[src/rtl/fifo_pkg.sv]
// Gray/binary pointer conversions shared by the write- and read-side pointer blocks.
// Callers cast their pointer to 32 bits on the way in and back to pointer width on the way out.
package fifo_pkg;

  localparam int unsigned PTR_MAX_W = 32;

  function automatic logic [PTR_MAX_W-1:0] bin2gray(input logic [PTR_MAX_W-1:0] b);
    return b ^ (b >> 1);
  endfunction

  // Zero-extended upper bits stay zero, so the low bits decode correctly at any width.
  function automatic logic [PTR_MAX_W-1:0] gray2bin(input logic [PTR_MAX_W-1:0] g);
    logic [PTR_MAX_W-1:0] b;
    b = g;
    for (int i = PTR_MAX_W - 2; i >= 0; i--) begin
      b[i] = b[i+1] ^ g[i];
    end
    return b;
  endfunction

endpackage

[src/rtl/fifo_sync_ff.sv]
// Multi-flop synchroniser for a Gray-coded pointer crossing into this clock domain.
module fifo_sync_ff #(
  parameter int WIDTH  = 4,
  parameter int STAGES = 2
) (
  input  logic             clk,
  input  logic             rst,
  input  logic [WIDTH-1:0] d,
  output logic [WIDTH-1:0] q
);

  logic [WIDTH-1:0] sync_q [STAGES];
  logic [WIDTH-1:0] sync_d [STAGES];

  always_comb begin
    sync_d[0] = d;
    for (int i = 1; i < STAGES; i++) begin
      sync_d[i] = sync_q[i-1];
    end
  end

  always_ff @(posedge clk or posedge rst) begin
    if (rst) begin
      for (int i = 0; i < STAGES; i++) begin
        sync_q[i] <= '0;
      end
    end else begin
      sync_q <= sync_d;
    end
  end

  assign q = sync_q[STAGES-1];

endmodule

[src/rtl/fifo_wptr_full.sv]
// Write-side pointer and flag logic of the async FIFO: memory write enable/address,
// Gray write pointer for the read domain, and conservative full/almost-full/level/overflow.
module fifo_wptr_full #(
  parameter int ADDR_WIDTH   = 3,
  parameter int AFULL_MARGIN = 1,
  parameter int SYNC_STAGES  = 2
) (
  input  logic                  i_wclk,
  input  logic                  i_wrst,
  input  logic                  i_winc,
  input  logic                  i_wovf_clr,
  input  logic [ADDR_WIDTH:0]   i_rptr_gray,
  output logic                  o_wclken,
  output logic [ADDR_WIDTH-1:0] o_waddr,
  output logic [ADDR_WIDTH:0]   o_wptr_gray,
  output logic                  o_wfull,
  output logic                  o_walmost_full,
  output logic [ADDR_WIDTH:0]   o_wlevel,
  output logic                  o_woverflow
);

  import fifo_pkg::*;

  localparam int A     = ADDR_WIDTH;
  localparam int PW    = ADDR_WIDTH + 1;
  localparam int DEPTH = 1 << ADDR_WIDTH;
  localparam logic [PW-1:0] AFULL_TH = PW'(DEPTH - AFULL_MARGIN);

  logic [PW-1:0] wbin_q, wbin_d;
  logic [PW-1:0] wgray_q, wgray_d;
  logic [PW-1:0] level_q, level_d;
  logic [PW-1:0] rq, rbin, full_cmp;
  logic          wfull_q, wfull_d;
  logic          wafull_q, wafull_d;
  logic          wovf_q, wovf_d;
  logic          push;

  fifo_sync_ff #(
    .WIDTH  (PW),
    .STAGES (SYNC_STAGES)
  ) u_rptr_sync (
    .clk (i_wclk),
    .rst (i_wrst),
    .d   (i_rptr_gray),
    .q   (rq)
  );

  // Flags are computed from the post-write pointer so full asserts on the accepting edge.
  always_comb begin
    push     = i_winc & ~wfull_q;
    wbin_d   = wbin_q + PW'(push);
    wgray_d  = PW'(bin2gray(32'(wbin_d)));
    rbin     = PW'(gray2bin(32'(rq)));
    full_cmp = {~rq[A:A-1], rq[A-2:0]};
    wfull_d  = (wgray_d == full_cmp);
    level_d  = wbin_d - rbin;
    wafull_d = (level_d >= AFULL_TH);
    // A fresh overflow beats a same-cycle clear.
    wovf_d   = (i_winc & wfull_q) | (wovf_q & ~i_wovf_clr);
  end

  always_ff @(posedge i_wclk or posedge i_wrst) begin
    if (i_wrst) begin
      wbin_q   <= '0;
      wgray_q  <= '0;
      level_q  <= '0;
      wfull_q  <= 1'b0;
      wafull_q <= 1'b0;
      wovf_q   <= 1'b0;
    end else begin
      wbin_q   <= wbin_d;
      wgray_q  <= wgray_d;
      level_q  <= level_d;
      wfull_q  <= wfull_d;
      wafull_q <= wafull_d;
      wovf_q   <= wovf_d;
    end
  end

  assign o_wclken       = push;
  assign o_waddr        = wbin_q[A-1:0];
  assign o_wptr_gray    = wgray_q;
  assign o_wfull        = wfull_q;
  assign o_walmost_full = wafull_q;
  assign o_wlevel       = level_q;
  assign o_woverflow    = wovf_q;

endmodule

[config.mk]
export PLATFORM = sky130hd
export DESIGN_NAME = fifo_wptr_full
export DESIGN_NICKNAME = d
export VERILOG_FILES = /design/src/rtl/fifo_pkg.sv /design/src/rtl/fifo_sync_ff.sv /design/src/rtl/fifo_wptr_full.sv
export SDC_FILE = /design/constraint.sdc
export NUM_CORES = 1
export LEC_CHECK = 0
export ABC_AREA = 1
export CAP_MARGIN = 20
export CELL_PAD_IN_SITES_DETAIL_PLACEMENT = 0
export CELL_PAD_IN_SITES_GLOBAL_PLACEMENT = 1
export CORE_MARGIN = 5
export CORE_UTILIZATION = 48
export CTS_CLUSTER_DIAMETER = 150
export CTS_CLUSTER_SIZE = 14
export DETAILED_ROUTE_END_ITERATION = 10
export DONT_BUFFER_PORTS = 1
export HOLD_SLACK_MARGIN = 0.05
export PLACE_DENSITY = 0.77
export SETUP_SLACK_MARGIN = 0.2
export SYNTH_ARGS = -nofsm -noshare
export SYNTH_HDL_FRONTEND = slang
export SYNTH_SLANG_ARGS = --single-unit
[constraint.sdc]
create_clock -name i_wclk -period 3.7 [get_ports i_wclk]
set_clock_uncertainty 0.05 [all_clocks]
set_input_delay 0.74 -clock i_wclk [delete_from_list [all_inputs] [get_ports i_wclk]]
set_output_delay 0.74 -clock i_wclk [all_outputs]
set_load 0.01 [all_outputs]
* Word-level counts from Yosys, hierarchy flattened
Index checks and enable logic that the tools add are counted. W data, S select, Z words.
Cells by class: add/sub/neg operators 2, $mul 0, div/mod/pow operators 0, $lt $le $gt $ge 1, equal/unequal tests 1, shifts and indexed selects 0, muxes and demuxes 0, bitwise gates (word level) 11, reductions and logical operators 0
Operator list (count):
- $add A4 B1 Y4 | 1
- $eq A4 B4 Y1 | 1
- $ge A4 B3 Y1 const B | 1
- $sub A4 B4 Y4 | 1
- $xor A4 B3 Y4 | 1
- $and A1 B1 Y1 | 3
- $xor A1 B1 Y1 | 3
- $not A1 Y1 | 2
- $not A2 Y2 | 1
- $or A1 B1 Y1 | 1
Word-level totals: flip-flop bits (word level) 23, bits in latches 0, bits in writable memories 0, ROM bits 0, input bits 8, output and inout port bits 15, logic and storage cells 23, memories kept 0

* Longest topological paths before layout
Gate-level depths: netlist of run 1.
depth in word-level cells 5, depth in mapped cells 12

* Hierarchy
Synthesis of run 1 repeated with hierarchy kept, for this count alone.
Second synthesis, totals: cell total of the unflattened synthesis 94, area total of the unflattened synthesis 948.4 µm²
Modules (own cells, without submodules):
- fifo_wptr_full | instances 1, cells an instance 85, area each 744.5 µm²
- fifo_sync_ff | instances 1, cells an instance 9, area each 203.9 µm²

* Least setup slack after synthesis of run 1
No wires, ideal clock.
path type input to register, start input i_winc, end register wafull_q (netlist: o_walmost_full), library setup time 125 ps, arrival time 2215 ps, required time 3525 ps, slack 1310 ps, cell stages on the path 12, cells stage by stage inv_1 > nor2_1 > ha_1 > ha_1 > inv_1 > nand2_1 > nand2_1 > ha_1 > a21oi_1 > inv_1 > nand2_1 > nand3_1
On the way: word-level cells in the longest chain between the ends 4
RTL lines:
- start: declaration | line fifo_wptr_full.sv:10 | input logic i_winc,
- $and A1 B1 Y1 | line fifo_wptr_full.sv:50 | push = i_winc & ~wfull_q;
- via o_wclken | line fifo_wptr_full.sv:13 | output logic o_wclken,
- $add A4 B1 Y4 | line fifo_wptr_full.sv:51 | wbin_d = wbin_q + PW'(push);
- via wbin_d[2] | line fifo_wptr_full.sv:29 | logic [PW-1:0] wbin_q, wbin_d;
- $sub A4 B4 Y4 | line fifo_wptr_full.sv:56 | level_d = wbin_d - rbin;
- $ge A4 B3 Y1 | line fifo_wptr_full.sv:57 | wafull_d = (level_d >= AFULL_TH);
- via wafull_d | line fifo_wptr_full.sv:34 | logic wafull_q, wafull_d;
- end signal: assignment | line fifo_wptr_full.sv:75 | wafull_q <= wafull_d;
- end: declaration | line fifo_wptr_full.sv:34
The timed path passes the listed nets, and every way through them passes these cells.

* Final worst setup path of run 1
start register wfull_q (netlist: o_wfull), end register wafull_q (netlist: o_walmost_full)
On the way: word-level cells in the longest chain between the ends 5
RTL lines:
- start: declaration | line fifo_wptr_full.sv:33 | logic wfull_q, wfull_d;
- start signal: assignment | line fifo_wptr_full.sv:74 | wfull_q <= wfull_d;
- $not A1 Y1 | line fifo_wptr_full.sv:50
- $and A1 B1 Y1 | line fifo_wptr_full.sv:50
- via o_wclken | line fifo_wptr_full.sv:13
- $add A4 B1 Y4 | line fifo_wptr_full.sv:51
- via wbin_d[2] | line fifo_wptr_full.sv:29
- $sub A4 B4 Y4 | line fifo_wptr_full.sv:56
- $ge A4 B3 Y1 | line fifo_wptr_full.sv:57
- via wafull_d | line fifo_wptr_full.sv:34
The timed path passes the listed nets, and every way through them passes these cells.

==> results of run 1 <==
==> metal layers <==
layer  part of all wire [%]  up-vias  wire [um]  GRT usage (%)
met2                     42       19        585          17.93
li1                       -      291          -              -
met5                      0        -          0              0
met1                     41      256        574          13.18
met4                    3.8        0         53          11.20
met3                     12        4        171          5.177
==> cell type report <==
type	count	area (um2)	share of cell area (%)
clock buffer	3	22.52	2.250
multi-input combinational	53	326.6	32.62
inverter	18	67.56	6.750
sequential	22	550.5	55.00
tap	27	33.78	3.375
==> cells by family (layout without fill, tap and decap cells) <==
group	after synthesis	count (layout)	synth area share (%)
AO/OA/AOI/OAI	3	3	1.854
XOR/XNOR	5	5	6.227
adder cells (fa/ha/maj)	6	6	8.742
buffers and inverters	18	21	7.152
flip-flops	22	22	58.28
AND/OR/NAND/NOR	39	39	17.75
==> power by group <==
| group | switching, mW | internal (mW) | leakage, nW |
|---|---|---|---|
| logic | 0.236 | 0.142 | 0.263 |
| clock network | 0.0613 | 0.0379 | 0.0138 |
| registers | 0.0844 | 0.327 | 0.263 |
==> worst max path at each step <==
stage / start / end / cells past startpoint
after floorplan: i_winc / o_walmost_full / 12
after global placement: i_winc / o_walmost_full / 12
after detailed placement: i_winc / o_walmost_full / 12
after CTS: o_wfull / o_walmost_full / 11
after global routing: o_wfull / o_walmost_full / 11
final: o_wfull / o_walmost_full / 11
==> flip-flops by register name, indices dropped and copies added, names as in the netlist <==
register            cells
o_woverflow             1
o_walmost_full          1
o_wfull                 1
u_rptr_sync.q           4
wbin_q                  4
o_wptr_gray             3
u_rptr_sync.sync_d      4
o_wlevel                4
==> cell usage after synthesis (all sizes together) <==
| library cell | count | area, um2 |
|---|---|---|
| a21oi | 1 | 5.000 |
| dfrtp | 22 | 550.5 |
| fa | 1 | 20.02 |
| ha | 5 | 62.56 |
| inv | 18 | 67.56 |
| nand2 | 23 | 88.84 |
| nand3 | 13 | 65.06 |
| nand4 | 1 | 6.260 |
| nor2 | 2 | 7.510 |
| o21ai | 1 | 5.000 |
| o21bai | 1 | 7.510 |
| xnor2 | 2 | 25.03 |
| xor2 | 3 | 33.79 |
==> critical path, delay by kind of cell (launching register included) <==
family	cells	cell delay (ns)
adders and majority gates	3	0.77
and+or+nand+nor	5	0.58
DFF	1	0.44
AOI/OAI and AO/OA	1	0.20
buffers and inverters	2	0.12
==> through the flow <==
stage | utilization (%) | total power, mW
floorplan | - | 0.7189
global placement | 50.91 | 0.7967
detailed placement | 50.91 | 0.7989
CTS | 52.08 | 0.9056
global route | 52.08 | 0.9911
finish | 52.08 | 0.8882
==> metrics.yaml, run 1 <==
run_status:
  outcome: "finished clean"
sta:
  tns_ns: 0
  tightest_slew_ns: 0.7697
  min_period_over_period_pct: 60.97
  hold_viol: 0
  fin_hold_ws_ns: 0.3070
  setup_ws_ns: 1.444
  rsz0062_at_grt: "no"
  drv_slew: 0
  setup_viol: 0
  fin_crit_ns: 2.256
  timing.max_slew.rel_slack_pct: 48.63
  fmax_mhz: 443.3
hold_path:
  hold_path_end: "u_rptr_sync.q[3]"
  hp-class: "register to register"
  worstHoldPathCells: 0
  hold_start: "u_rptr_sync.sync_d[3]"
clock_tree:
  cts.hold.buffers_added: 0
  clkSinkCount: 22
  clk_path_buf_depth: 2
  postCtsSetupBuffers: 0
  cts_buffers: 3
  cts_htree_levels: 1
  cts-root-buf: "clkbuf_4"
  cts_resized: 0
  insertion_delay_ns: 0.29
  clk_pin_slew_ns: 0.10
  cts_tree: "yes"
placement:
  pre_cts_ws_ns: 1.126
  post-place-cells: 120
  gp_congestion: 0.8315
  port_buffers: 0
  placed_area_um2: 978.4
  dp_hpwl_mm: 1.077
setup_path:
  cp_slowest_cell: "dfrtp_1"
  end_kind: "register"
  crit-reg2reg-launch: "o_wfull"
  cp-start-kind: "register"
  rr_worst_depth: 11
  crit_chain: "nor2_1 -> ha_1 -> ha_1 -> inv_1 -> nand2_1 -> nand2_1 -> ha_1 -> a21oi_1 -> inv_1 -> nand2_1 -> nand3_1"
  max_stage_delay_ns: 0.44
  path_max_fanout: 4
  arrival_ns: 2.39
  r2r_slack_ns: 1.44
  reg2reg_to: "o_walmost_full"
  worstPathRequired_ns: 3.84
  critPathKind: "register to register"
grt:
  grt_pass1_vias: 593
  grt_max_degree: 23
  track_usage_pct: 12.22
  grt_pass1_wl_mm: 2.387
  grt_antenna_before_repair: 0
  grt_overflow: 0
floorplan:
  fp-row-count: 16
  dieArea_um2: 2955
  core-area_um2: 1922
  floorplan.initialDensity_pct: 49.15
  io_pins: 23
  die_w_um: 54.36
  die_h_um: 54.36
detailed_routing:
  dr.pass1.iters: 4
  drtIter0Drc: 7
  drc: 0
  wl_per_cell_um: 11.26
  via_per_inst: 4.634
  ant_nets: 0
  drt_wl_total_mm: 1.385
  vias: 570
cells_and_area:
  layout-drive-gt1-share_pct: 6.250
  antenna_cells: 0
  layout.cells.non_filler: 123
  nFillCells: 190
  final_area_um2: 1001
  layout_common_cells: "nand2_1 (22), dfrtp_1 (22), inv_1 (18)"
  final_net_count: 112
  syn2layout_area_growth_pct: 5.960
yosys:
  ys_types: 16
  avgSynthCellArea_um2: 10.16
  syn_nets: 107
  synth_seq_cells: 22
  yosysSeqAreaShare_pct: 58.28
  syn_inst: 93
  netlist_area_um2: 944.7
  ys_warn_count: 0
run:
  cap_violations: 0
pwr:
  vdd_drop_max_mv: 0.4232
  p_per_area_nw_per_um2: 887.3
  p_leak_nw: 0.5393
Power figures use the tool's default switching activity.
==> inputs of run 2 (changes only) <==
--- a/config.mk
+++ b/config.mk
@@ -10,13 +10,13 @@
 export CELL_PAD_IN_SITES_DETAIL_PLACEMENT = 0
 export CELL_PAD_IN_SITES_GLOBAL_PLACEMENT = 1
 export CORE_MARGIN = 5
-export CORE_UTILIZATION = 48
+export CORE_UTILIZATION = 41
 export CTS_CLUSTER_DIAMETER = 150
 export CTS_CLUSTER_SIZE = 14
 export DETAILED_ROUTE_END_ITERATION = 10
 export DONT_BUFFER_PORTS = 1
 export HOLD_SLACK_MARGIN = 0.05
-export PLACE_DENSITY = 0.77
+export PLACE_DENSITY = 0.7
 export SETUP_SLACK_MARGIN = 0.2
 export SYNTH_ARGS = -nofsm -noshare
 export SYNTH_HDL_FRONTEND = slang
==> constraint.sdc (replaced) <==
create_clock -name i_wclk -period 1.8 [get_ports i_wclk]
set_clock_uncertainty 0.05 [all_clocks]
set_input_delay 0.36 -clock i_wclk [delete_from_list [all_inputs] [get_ports i_wclk]]
set_output_delay 0.36 -clock i_wclk [all_outputs]
set_load 0.01 [all_outputs]
==> run 2 against run 1 <==
Against the previous run:
- the flow now finishes with violations (negative setup slack)
- clock-buffer cell count stayed put
- sequential share of layout area is 13 points lower
- wire length is 24% higher
- combinational power grew to 3.8 times the previous value
- first-iteration DRC count is 86% higher
- cell count is 20% higher
- core utilization is 7.8 points higher
- global-route usage is 0.18 points lower
- power grew to 2.8 times the previous value
- non-clock buffer count is 24 higher
- largest power group is now combinational cells
==> metrics.yaml, run 2 (same netlist as run 1, synthesis figures left out) <==
run_status:
  outcome: "complete, but fails checks"  # was finished clean
  violations: "negative setup slack"
sta:
  timing.max_slew.rel_slack_pct: 81.82  # was 48.63%
  min_period_over_period_pct: 114.6  # was 60.97%
  rsz0062_at_grt: "yes"  # was no
  drv_slew: 0  # unchanged
  fin_crit_ns: 2.063  # was 2.256 ns
  fin_hold_ws_ns: 0.1213  # was 0.3070 ns
  hold_viol: 0  # unchanged
  fmax_mhz: 484.8  # was 443.3 MHz
  tightest_slew_ns: 0.2727  # was 0.7697 ns
  setup_viol: 4  # was 0
  setup_ws_ns: -0.2628  # was 1.444 ns
cells_and_area:
  utilization_pct: 59.84  # was 52.08%
  antenna_cells: 0  # unchanged
  final_net_count: 136  # was 112
  layout-drive-gt1-share_pct: 40.00  # was 6.250%
  layout_common_cells: "dfrtp_1 (22), inv_1 (15), nand2_1 (15), buf_4 (15), nand3_1 (9)"  # was nand2_1 (22), dfrtp_1 (22), inv_1 (18)
  final_common_cell: "dfrtp_1"
  syn2layout_area_growth_pct: 40.13  # was 5.960%
  nFillCells: 199  # was 190
  final_area_um2: 1324  # was 1001 um2
pwr:
  internal-power_mw: 1.479  # was 0.5067 mW
  p_leak_nw: 0.6655  # was 0.5393 nW
  seqPwrFrac_pct: 33.7  # was 46.3%
  pwr-share-clk_pct: 8.4  # was 11.2%
  p_per_area_nw_per_um2: 1886  # was 887.3 nW/um2
  switching_share_pct: 40.77  # was 42.95%
  p_sw_mw: 1.018  # was 0.3815 mW
  vdd_drop_max_mv: 0.9862  # was 0.4232 mV
  pwr-share-comb_pct: 57.9  # was 42.6%
detailed_routing:
  ant_nets: 0  # unchanged
  drtIter0Drc: 13  # was 7
  via_per_inst: 4.595  # was 4.634
  wl_per_cell_um: 11.65  # was 11.26 um
  dr.pass1.iters: 4  # unchanged
  vias: 680  # was 570
  drt_wl_total_mm: 1.724  # was 1.385 mm
  drc: 0  # unchanged
clock_tree:
  cts_buffers: 3  # unchanged
  insertion_delay_ns: 0.30  # was 0.29 ns
  clk_path_buf_depth: 2  # unchanged
  cts_htree_levels: 1  # unchanged
  cts-root-buf: "clkbuf_4"  # unchanged
  clkSinkCount: 22  # unchanged
  clk_pin_slew_ns: 0.11  # was 0.10 ns
  cts_tree: "yes"  # unchanged
hold_path:
  hold_start: "i_wovf_clr"  # was u_rptr_sync.sync_d[3]
  worstHoldPathCells: 1  # was 0
  hold_path_end: "o_woverflow"  # was u_rptr_sync.q[3]
  hp-class: "input port to register"  # was register to register
grt:
  track_usage_pct: 12.03  # was 12.22%
  grt_overflow: 0  # unchanged
  gr-max-usage-layer: "met2"  # unchanged
  grt_max_degree: 23  # unchanged
  grt_antenna_before_repair: 0  # unchanged
  grt_pass1_vias: 702  # was 593
  grt_pass1_wl_mm: 2.973  # was 2.387 mm
  grtUsageMet3_pct: 4.677  # was 5.177%
  met2_usage_pct: 20.32  # was 17.93%
  grtUsageMet1_pct: 12.68  # was 13.18%
setup_path:
  rr_worst_depth: 7  # was 11
  max_stage_delay_ns: 0.58  # was 0.44 ns
  critPathKind: "register to register"  # unchanged
  crit_chain: "xnor2_2 -> xor2_2 -> xor2_1 -> ha_2 -> fa_2 -> inv_2 -> buf_4"  # was nor2_1 -> ha_1 -> ha_1 -> inv_1 -> nand2_1 -> nand2_1 -> ha_1 -> a21oi_1 -> inv_1 -> nand2_1 -> nand3_1
  cp-start-kind: "register"  # unchanged
  path_max_fanout: 2  # was 4
  arrival_ns: 2.22  # was 2.39 ns
  end_kind: "register"  # unchanged
  crit-reg2reg-launch: "u_rptr_sync.q[2]"  # was o_wfull
  r2r_slack_ns: -0.26  # was 1.44 ns
  worstPathRequired_ns: 1.95  # was 3.84 ns
  cp_slowest_cell: "fa_2"  # was dfrtp_1
  reg2reg_to: "o_wlevel[1]"  # was o_walmost_full
floorplan:
  die_h_um: 58  # was 54.36 um
  fp-row-count: 17  # was 16
  io_pins: 23  # unchanged
  die_w_um: 58  # was 54.36 um
  floorplan.initialDensity_pct: 42.70  # was 49.15%
  dieArea_um2: 3364  # was 2955 um2
  core-area_um2: 2212  # was 1922 um2
placement:
  gp_congestion: 0.7327  # was 0.8315
  placed_area_um2: 1131  # was 978.4 um2
  port_buffers: 0  # unchanged
  dp_hpwl_mm: 1.273  # was 1.077 mm
run:
  cap_violations: 0  # unchanged
run 2: cell types whose count changed in the layout (fill, tap and decap cells not counted), sizes merged:
cell	change
dlygate4sd3	+5
buf	+19
run 2: how the worst max path moves through the flow:
stage                           from  cells after the start        endpoint
CTS                 u_rptr_sync.q[3]                      8  o_walmost_full
finish              u_rptr_sync.q[2]                      7     o_wlevel[1]
global placement    u_rptr_sync.q[2]                      8  o_walmost_full
detailed placement  u_rptr_sync.q[2]                      8  o_walmost_full
floorplan           u_rptr_sync.q[2]                      8  o_walmost_full
global route        u_rptr_sync.q[2]                      7     o_wlevel[1]
run 2: final cells by class:
class / instances / area [um2] / area share (%)
Multi-Input combinational cell: 53 / 437.9 / 33.08
Inverter: 18 / 70.07 / 5.293
Clock buffer: 3 / 22.52 / 1.701
Tap cell: 28 / 35.03 / 2.647
Sequential cell: 22 / 550.5 / 41.59
Timing Repair Buffer: 24 / 207.7 / 15.69
run 2: per-layer routing:
layer  vias up  part of all wire [%]  wire length [um]
met2        20                    52               893
li1        343                     -                 -
met4         0                   1.7                29
met3         2                    10               177
met1       315                    36               623
met5         -                     0                 0
run 2: worst max-delay path: cells and delay by family, from the launching register on:
family	cells	cell delay [ns]
XOR/XNOR	3	0.55
adder cells (fa/ha/maj)	2	0.79
buffers and inverters	2	0.16
flip-flops	1	0.42
run 2: power by group through the flow:
stage | Clock, mW | Sequential [mW] | Combinational, mW
2_1_floorplan | 0 | 0.850 | 0.707
3_3_place_gp | 0 | 0.854 | 1.11
3_5_place_dp | 0 | 0.853 | 1.14
4_1_cts | 0.221 | 0.850 | 1.37
5_1_grt | 0.242 | 0.874 | 1.62
6_report | 0.210 | 0.842 | 1.45
run 2: stage by stage:
step                total power [mW]  setup WS, ns  setup TNS (ns)  std cells
finish                         2.497       -0.2628         -0.8221        148
global route                   2.740       -0.3388          -1.224        148
CTS                            2.436       -0.2100         -0.6942        147
detailed placement             1.993       -0.1846         -0.5385        136
global placement               1.966       -0.1541         -0.4154        136
floorplan                      1.557       -0.1067         -0.1426         93
run 2: repair_timing:
action                                  4_1_cts  5_1_grt
endpoints found under the setup margin        5        6
endpoints found under the hold margin        26        0
resized for setup                            15        8
setup buffers                                 3        1
hold buffers                                  5        0
pin swaps                                    15       14
==> inputs of run 3 (changes only) <==
--- a/config.mk
+++ b/config.mk
@@ -15,9 +15,11 @@
 export CTS_CLUSTER_SIZE = 14
 export DETAILED_ROUTE_END_ITERATION = 10
 export DONT_BUFFER_PORTS = 1
+export GPL_TIMING_DRIVEN = 0
 export HOLD_SLACK_MARGIN = 0.05
 export PLACE_DENSITY = 0.7
 export SETUP_SLACK_MARGIN = 0.2
+export SLEW_MARGIN = 10
 export SYNTH_ARGS = -nofsm -noshare
 export SYNTH_HDL_FRONTEND = slang
 export SYNTH_SLANG_ARGS = --single-unit
==> run 3 against run 2 <==
Against the previous run:
- the run still ends with negative setup slack left
- sequential share of layout area up 1.2 points
- combinational power down 6%
- global-route usage down 1.2 points
- core utilization down 1.4 points
- cell area down 2.3%
- power about the same
- fmax up 0.61%
- clock power up 28%
- non-clock buffer count down 12
- cell count down 7.4%
- worst setup slack better by 0.013 ns
- critical path type unchanged
- register-to-register slack about the same
==> metrics.yaml, run 3 (same netlist as run 1, synthesis figures left out) <==
detailed_routing:
  drtIter0Drc: 6  # was 13
  wl_per_cell_um: 12.77  # was 11.65 um
  ant_nets: 0  # unchanged
  drt_wl_total_mm: 1.750  # was 1.724 mm
  dr.pass1.iters: 4  # unchanged
  vias: 666  # was 680
  via_per_inst: 4.861  # was 4.595
  drc: 0  # unchanged
sta:
  tightest_slew_ns: 0.7805  # was 0.2727 ns
  timing.max_slew.rel_slack_pct: 47.91  # was 81.82%
  setup_viol: 4  # unchanged
  hold_viol: 0  # unchanged
  setup_ws_ns: -0.2502  # was -0.2628 ns
  drv_slew: 0  # unchanged
  fin_crit_ns: 2.050  # was 2.063 ns
  tns_ns: -0.5463  # was -0.8221 ns
  rsz0062_at_grt: "yes"  # unchanged
  fmax_mhz: 487.7  # was 484.8 MHz
  fin_hold_ws_ns: 0.09438  # was 0.1213 ns
  min_period_over_period_pct: 113.9  # was 114.6%
clock_tree:
  cts_tree: "yes"  # unchanged
  cts-root-buf: "clkbuf_4"  # unchanged
  insertion_delay_ns: 0.31  # was 0.30 ns
  clk_path_buf_depth: 2  # unchanged
  cts_buffers: 3  # unchanged
  cts_htree_levels: 1  # unchanged
  clkSinkCount: 22  # unchanged
  clk_pin_slew_ns: 0.11  # about the same
setup_path:
  end_kind: "register"  # unchanged
  path_max_fanout: 3  # was 2
  arrival_ns: 2.21  # was 2.22 ns
  max_stage_delay_ns: 0.53  # was 0.58 ns
  crit_chain: "xnor2_4 -> xor2_2 -> xor2_1 -> ha_2 -> fa_2 -> inv_2 -> nand3_1 -> nand3_1"  # was xnor2_2 -> xor2_2 -> xor2_1 -> ha_2 -> fa_2 -> inv_2 -> buf_4
  cp-start-kind: "register"  # unchanged
  timing.critical_path.mode_cell: "nand3_1"
  critPathKind: "register to register"  # unchanged
  cp.depth: 8  # was 7
  crit_buf_inv: 1  # was 2
  cp_slowest_cell: "fa_2"  # unchanged
  rr_worst_depth: 8  # was 7
  crit_family: "adder cells"  # unchanged
  worstPathRequired_ns: 1.95  # about the same
placement:
  gp_congestion: 0.7429  # was 0.7327
  dp_hpwl_mm: 1.181  # was 1.273 mm
  placed_area_um2: 1018  # was 1131 um2
  post-place-cells: 121  # was 136
  port_buffers: 0  # unchanged
grt:
  grt_max_degree: 23  # unchanged
  track_usage_pct: 10.80  # was 12.03%
  grt_overflow: 0  # unchanged
  grt_pass1_vias: 628  # was 702
  grt_pass1_wl_mm: 2.697  # was 2.973 mm
  grt_antenna_before_repair: 0  # unchanged
cells_and_area:
  final_common_cell: "dfrtp_1"  # unchanged
  utilization_pct: 58.48  # was 59.84%
  layout.cells.non_filler: 137  # was 148
  final_net_count: 124  # was 136
  layout-drive-gt1-share_pct: 40.37  # was 40.00%
  final_area_um2: 1294  # was 1324 um2
  antenna_cells: 0  # unchanged
  layout_common_cells: "dfrtp_1 (20), inv_1 (13), nand2_1 (13)"  # was dfrtp_1 (22), inv_1 (15), nand2_1 (15), buf_4 (15), nand3_1 (9)
  syn2layout_area_growth_pct: 36.95  # was 40.13%
run_status:
  violations: "negative setup slack"  # unchanged
  outcome: "complete, but fails checks"  # unchanged
pwr:
  p_per_area_nw_per_um2: 1932  # was 1886 nW/um2
  p_sw_mw: 1.067  # was 1.018 mW
  seqPwrFrac_pct: 35.0  # was 33.7%
  p_leak_nw: 0.6252  # was 0.6655 nW
  internal-power_mw: 1.433  # was 1.479 mW
  switching_share_pct: 42.69  # was 40.77%
  pwr-share-comb_pct: 54.3  # was 57.9%
  pwr-share-clk_pct: 10.7  # was 8.4%
  vdd_drop_max_mv: 1.251  # was 0.9862 mV
floorplan:
  die_h_um: 58  # unchanged
  core-area_um2: 2212  # unchanged
  dieArea_um2: 3364  # unchanged
  die_w_um: 58  # unchanged
  fp-row-count: 17  # unchanged
  io_pins: 23  # unchanged
  floorplan.initialDensity_pct: 42.70  # unchanged
hold_path:
  hp-class: "input port to register"  # unchanged
  worstHoldPathCells: 1  # unchanged
run:
  cap_violations: 0  # unchanged
[run 3: cell count changes in the layout (fill, tap and decap cells not counted), sizes merged]
| cell | change |
|---|---|
| clkbuf | +1 |
| buf | -12 |
[run 3: through the flow]
stage,setup WS (ns),power [mW]
global placement,-0.2628,1.726
finish,-0.2502,2.500
global route,-0.3261,2.726
CTS,-0.2366,2.153
detailed placement,-0.2643,1.753
floorplan,-0.1067,1.557
[run 3: routing by layer]
metal | track usage (%) | part of all wire (%)
met4 | 5.960 | 2.1
met5 | 0 | 0
met3 | 4.677 | 12
met2 | 17.26 | 48
met1 | 12.04 | 38
[run 3: power by group through the flow]
stage,clock [mW],sequential (mW),combinational (mW)
detailed placement,0,0.881,0.872
floorplan,0,0.850,0.707
finish,0.268,0.875,1.36
global placement,0,0.880,0.846
CTS,0.280,0.879,0.994
global route,0.297,0.909,1.52
[run 3: final timing paths]
kind	startpoint	endpoint	slack (ns)
setup / recovery	u_rptr_sync.q[2]	o_walmost_full	-0.25
hold reg to reg	u_rptr_sync.sync_d[3]	u_rptr_sync.q[3]	0.31
max in group asynchronous	i_wrst	u_rptr_sync.q[2]	0.58
min in group asynchronous	i_wrst	u_rptr_sync.sync_d[1]	0.59
hold / removal	i_wovf_clr	o_woverflow	0.09
setup reg to reg	u_rptr_sync.q[2]	o_walmost_full	-0.25
[run 3: layout make-up]
type / instances / area, um2
Sequential cell: 22 / 553.0
Timing Repair Buffer: 12 / 106.4
Multi-Input combinational cell: 53 / 493.0
Clock buffer: 4 / 36.28
Fill cell: 192 / 918.4
Inverter: 18 / 70.07
Tap cell: 28 / 35.03
[run 3: repair_timing]
item	4_1_cts	5_1_grt
hold buffers	5	0
gates resized for setup	10	24
pin swaps	7	16
setup endpoints to repair	5	6
buffers inserted	4	3
endpoints found under the hold margin	26	0
